--- src/rtl/conv_pkg.sv ---
// Shared definitions for the convolution multiplier datapath.
package conv_pkg;

    localparam int WORD_W = 16;

    typedef enum logic {
        IDLE  = 1'b0,
        SHIFT = 1'b1
    } ser_state_t;

endpackage

--- src/rtl/word_shifter.sv ---
// Loadable shift register that presents one end as a serial bit and zero-fills
// from the other end; MSB_FIRST selects which end faces the output.
module word_shifter #(
    parameter int WIDTH     = 16,
    parameter bit MSB_FIRST = 1'b1
) (
    input  logic             clk,
    input  logic             rst,
    input  logic             load,
    input  logic             shift_en,
    input  logic [WIDTH-1:0] load_data,
    output logic             ser_bit
);

    logic [WIDTH-1:0] shreg;

    // Load wins over shift so a reload on the final bit starts the new word intact.
    always_ff @(posedge clk or posedge rst) begin
        if (rst) begin
            shreg <= '0;
        end else if (load) begin
            shreg <= load_data;
        end else if (shift_en) begin
            if (MSB_FIRST) begin
                shreg <= {shreg[WIDTH-2:0], 1'b0};
            end else begin
                shreg <= {1'b0, shreg[WIDTH-1:1]};
            end
        end
    end

    assign ser_bit = MSB_FIRST ? shreg[WIDTH-1] : shreg[0];

endmodule

--- src/rtl/word_serializer.sv ---
// Parallel-to-serial result link transmitter: a one-word hold buffer feeds a
// shift register so consecutive words go out back to back with no idle bit.
module word_serializer
    import conv_pkg::*;
#(
    parameter int WIDTH     = WORD_W,
    parameter bit MSB_FIRST = 1'b1
) (
    input  logic             clk,
    input  logic             rst,
    input  logic [WIDTH-1:0] in_data,
    input  logic             in_valid,
    output logic             in_ready,
    input  logic             bit_en,
    output logic             ser_out,
    output logic             ser_valid,
    output logic             ser_last,
    output logic             word_done
);

    localparam int CW = $clog2(WIDTH);
    localparam logic [CW-1:0] LAST_CNT = CW'(WIDTH - 1);

    ser_state_t       state;
    logic [WIDTH-1:0] hold;
    logic             hold_full;
    logic [CW-1:0]    count;
    logic             accept;
    logic             last_bit;
    logic             load_hold;
    logic             shift_en;
    logic             sh_bit;

    // The final strobe of an unreloaded frame still shifts, leaving the register zeroed.
    always_comb begin
        accept    = in_valid && !hold_full;
        last_bit  = (state == SHIFT) && (count == LAST_CNT);
        load_hold = hold_full && ((state == IDLE) || (bit_en && last_bit));
        shift_en  = (state == SHIFT) && bit_en && !load_hold;
    end

    always_ff @(posedge clk or posedge rst) begin
        if (rst) begin
            hold      <= '0;
            hold_full <= 1'b0;
        end else if (accept) begin
            hold      <= in_data;
            hold_full <= 1'b1;
        end else if (load_hold) begin
            hold_full <= 1'b0;
        end
    end

    always_ff @(posedge clk or posedge rst) begin
        if (rst) begin
            state     <= IDLE;
            count     <= '0;
            word_done <= 1'b0;
        end else begin
            word_done <= 1'b0;
            case (state)
                IDLE: begin
                    if (hold_full) begin
                        state <= SHIFT;
                        count <= '0;
                    end
                end
                SHIFT: begin
                    if (bit_en) begin
                        if (!last_bit) begin
                            count <= count + 1'b1;
                        end else begin
                            word_done <= 1'b1;
                            count     <= '0;
                            if (!hold_full) begin
                                state <= IDLE;
                            end
                        end
                    end
                end
                default: state <= IDLE;
            endcase
        end
    end

    word_shifter #(
        .WIDTH    (WIDTH),
        .MSB_FIRST(MSB_FIRST)
    ) u_shifter (
        .clk      (clk),
        .rst      (rst),
        .load     (load_hold),
        .shift_en (shift_en),
        .load_data(hold),
        .ser_bit  (sh_bit)
    );

    assign in_ready  = !hold_full;
    assign ser_valid = (state == SHIFT);
    assign ser_out   = ser_valid && sh_bit;
    assign ser_last  = last_bit;

endmodule

--- config.mk ---
export PLATFORM = sky130hd
export DESIGN_NAME = word_serializer
export DESIGN_NICKNAME = d
export VERILOG_FILES = /design/src/rtl/conv_pkg.sv /design/src/rtl/word_shifter.sv /design/src/rtl/word_serializer.sv
export SDC_FILE = /design/constraint.sdc
export NUM_CORES = 1
export LEC_CHECK = 0
export BUFFER_PORTS_ARGS = -buffer_cell sky130_fd_sc_hd__buf_2
export CAP_MARGIN = 15
export CELL_PAD_IN_SITES_DETAIL_PLACEMENT = 0
export CELL_PAD_IN_SITES_GLOBAL_PLACEMENT = 2
export CORE_MARGIN = 4
export CORE_UTILIZATION = 38
export DETAILED_ROUTE_END_ITERATION = 8
export GPL_ROUTABILITY_DRIVEN = 0
export PLACE_DENSITY = 0.77
export SYNTH_ARGS = -nofsm -noshare
export SYNTH_HDL_FRONTEND = slang
export SYNTH_SLANG_ARGS = --single-unit
export TNS_END_PERCENT = 10
--- constraint.sdc ---
create_clock -name clk -period 1.9 [get_ports clk]
set_input_delay 0.285 -clock clk [delete_from_list [all_inputs] [get_ports clk]]
set_output_delay 0.285 -clock clk [all_outputs]
set_load 0.1 [all_outputs]
==> key figures <==
Status
  • Status: complete, no violations

GRT
  • Met3 GRT Util: 0.0275
  • Met1 GRT Util: 0.189
  • GRT busiest layer: met2
  • Global-route wire length before repair: 8530 um
  • Number of global-route vias before repair: 1773
  • Total congestion overflow: 0
  • Initial antenna violation count: 0
  • Gr usage total: 0.145
  • Met2 GRT Util: 0.240
  • Largest net degree at the start of global routing: 40

Flow run
  • Max-cap viol count: 0

Drt
  • Post-DRT Antenna Nets: 0
  • Post-route DRC: 0
  • DR WL/cell: 16.9 um
  • DR vias/cell: 5.71
  • DR iter-0 viols: 138
  • Vias: 1707
  • Final WL: 5040 um
  • Initial DRT Pass Iterations: 4

Timing
  • Clock Skews: 0.00442 ns
  • Slew HR: 0.659
  • Actual slew at the worst max-slew pin: 0.511 ns
  • Fin. Hold Viols: 0
  • Slew Limit Fails: 0
  • RSZ-0062 raised after global routing: no
  • Setup TNS: 0 ns
  • Final period utilization: 0.951
  • Max Fclk: 554 MHz
  • Clock period minus worst slack: 1.81 ns
  • Final setup vio count: 0

Clocking
  • Htree depth: 2
  • CTS root buf: clkbuf_8
  • Clock latency on the worst-skew pair: 0.28 ns
  • CTS buffer count: 5
  • CTS tree: yes
  • Clock Sinks: 39
  • Clock buffer depth: 2
  • Clk slew on worst S/H paths: 0.08 ns

Critical path
  • CP Launch Type: flip-flop
  • Max FO, Critical Path: 6
  • CP Class: reg2out
  • Arrival @ worst endpoint: 1.52 ns
  • CP required: 1.62 ns
  • Worst Setup End Kind: output port

Yosys
  • #FFs+latches synth: 39
  • Syn nets: 223
  • Post-synthesis cell count: 202
  • Total number of yosys warnings: 0
  • Sequential cell area fraction in the yosys report: 0.439
  • Yosys cell types: 35
  • Synth Area per Inst: 11.0 um2
  • Syn Std Cell Area: 0.00222 mm2

Die
  • Die H: 84.5 um
  • Core ar.: 0.00557 mm2
  • Die X: 84.5 um
  • I/O Pins: 25
  • Row count: 27
  • Die area: 0.00714 mm2
  • Starting Density: 0.399

Placed design
  • IO Port Bufs: 24
  • Cells after DPL: 290
  • Dpl hpwl: 3440 um

Power
  • Pwr per Cell Area: 1280 mW/mm2
  • Leak: 0.970 nW
  • Worst IR Drop VDD: 542 uV

Cells and area
  • N_diodes: 0
  • Share of layout cells above drive strength 1: 0.304
  • Nets: 247
  • Finished Layout Cells: 299
  • Syn-to-layout area delta: 12.3%

Hold path
  • HP Class: in2async
==> worst paths after layout <==
check / from / endpoint / slack, ns / cells past startpoint
worst min-delay path: rst / hold[1] / 0.11 / 3
max in group asynchronous: rst / ser_valid / 1.42 / 3
worst max register to register: count[0] / u_shifter.shreg[5] / 0.16 / 6
worst min register to register: hold[0] / hold[0] / 0.53 / 1
min in group clk: in_data[15] / hold[15] / 0.23 / 2
worst max-delay path: count[0] / ser_last / 0.09 / 4
==> worst max-delay path, cell delays in order (launching register included) <==
cell	delay [ns]
dfrtp_1	0.44
ha_1	0.27
and3_4	0.17
and2_2	0.20
buf_12	0.16
==> synth_stat cells <==
library cell  count  share of area
a211oi_1          9          0.030
a211oi_2          4          0.023
a21boi_0          1         0.0034
a21oi_1           1         0.0022
a2bb2oi_1         1         0.0039
a32o_1            1         0.0045
and2_1            2         0.0056
and2_2            2         0.0068
and3_4            1         0.0051
buf_1             1         0.0017
buf_12            2          0.018
buf_2             4         0.0090
buf_4             5          0.017
buf_6             4          0.020
clkbuf_1          2         0.0034
clkbuf_2          2         0.0045
dfrtp_1          39           0.44
ha_1              1         0.0056
inv_1             2         0.0034
mux2_2           16          0.081
mux2i_1          15          0.068
nand2_1           5         0.0084
nand2b_1          2         0.0056
nand3_1           2         0.0045
nand3b_1         31           0.10
nand4_1           2         0.0056
nor2_1            1         0.0017
nor2b_1           2         0.0056
nor3_1            2         0.0045
o211ai_1          1         0.0034
o21ai_0          20          0.045
o21bai_1          1         0.0034
o22ai_1          15          0.042
o32ai_1           2         0.0079
or2_2             1         0.0028
==> through the flow <==
step | utilization | power, mW | setup WS, ns | hold WS (ns) | cell area [um2]
2_1_floorplan | - | 2.33 | 0.0849 | 0.437 | 2230
3_3_place_gp | 0.432 | 2.61 | 0.309 | 0.433 | 2410
3_5_place_dp | 0.432 | 2.67 | 0.233 | 0.441 | 2410
4_1_cts | 0.448 | 3.22 | 0.0885 | 0.127 | 2500
5_1_grt | 0.448 | 3.43 | 0.0353 | 0.149 | 2500
6_report | 0.448 | 3.20 | 0.0937 | 0.113 | 2500
==> cells by family (layout without fill, tap and decap cells) <==
family                     after synthesis  count (layout)  synth area share
adders and majority gates                1               1           0.00563
muxes                                   31              31             0.149
and+or+nand+nor                         53              53             0.161
buffers and inverters                   22              47            0.0771
AOI/OAI and AO/OA                       56              56             0.169
DFF                                     39              39             0.439
==> power breakdown <==
group / leakage [nW] / internal (mW) / switching, mW / total (mW)
combinational: 0.481 / 0.602 / 0.563 / 1.17
sequential: 0.447 / 1.19 / 0.290 / 1.48
clock: 0.0422 / 0.258 / 0.291 / 0.549
==> cell type report <==
cell class | instances | area, um2
fillers | 536 | 3080
multi-input cells | 141 | 1080
flip-flops and latches | 39 | 977
repair buffers | 37 | 263
well taps | 72 | 90.1
clock buffers | 7 | 76.3
inverters | 2 | 7.51
clock inverters | 1 | 5.00
==> cells in the final DEF, fill, tap and decap left out <==
master	count
a211oi_1	9
a21oi_1	1
buf_2	21
or2_2	1
buf_4	13
dfrtp_2	1
nand4_1	2
nand3b_1	31
clkinv_2	1
buf_12	3
nor3_1	2
ha_1	1
dfrtp_1	38
and3_4	1
o211ai_1	1
o22ai_1	15
clkbuf_8	5
nand2b_1	2
and2_1	1
o32ai_1	2
nand2_1	5
nor2_1	1
a21boi_0	1
inv_1	2
o21ai_0	20
mux2_2	16
a2bb2oi_1	1
o21bai_1	1
a211oi_2	4
and2_2	3
nand3_1	2
a32o_1	1
clkbuf_1	2
nor2b_1	2
mux2i_1	15
==> state kept, by name, summed over array words and instances (netlist names) <==
register / cells
ser_valid: 1
hold: 16
hold_full: 1
u_shifter.shreg: 16
word_done: 1
count: 4
==> repair_timing <==
action | CTS | global route
setup endpoints to repair | 1 | 0
resized for setup | 0 | 0
hold buffers | 0 | 0
buffers inserted | 1 | 0
endpoints found under the hold margin | 0 | 0
==> metal layers <==
layer | share of wire | wire (um)
met2 | 0.49 | 2460
met1 | 0.46 | 2340
met5 | 0 | 0
met4 | 0.013 | 68
met3 | 0.035 | 175
(Power assumes the default switching activity.)
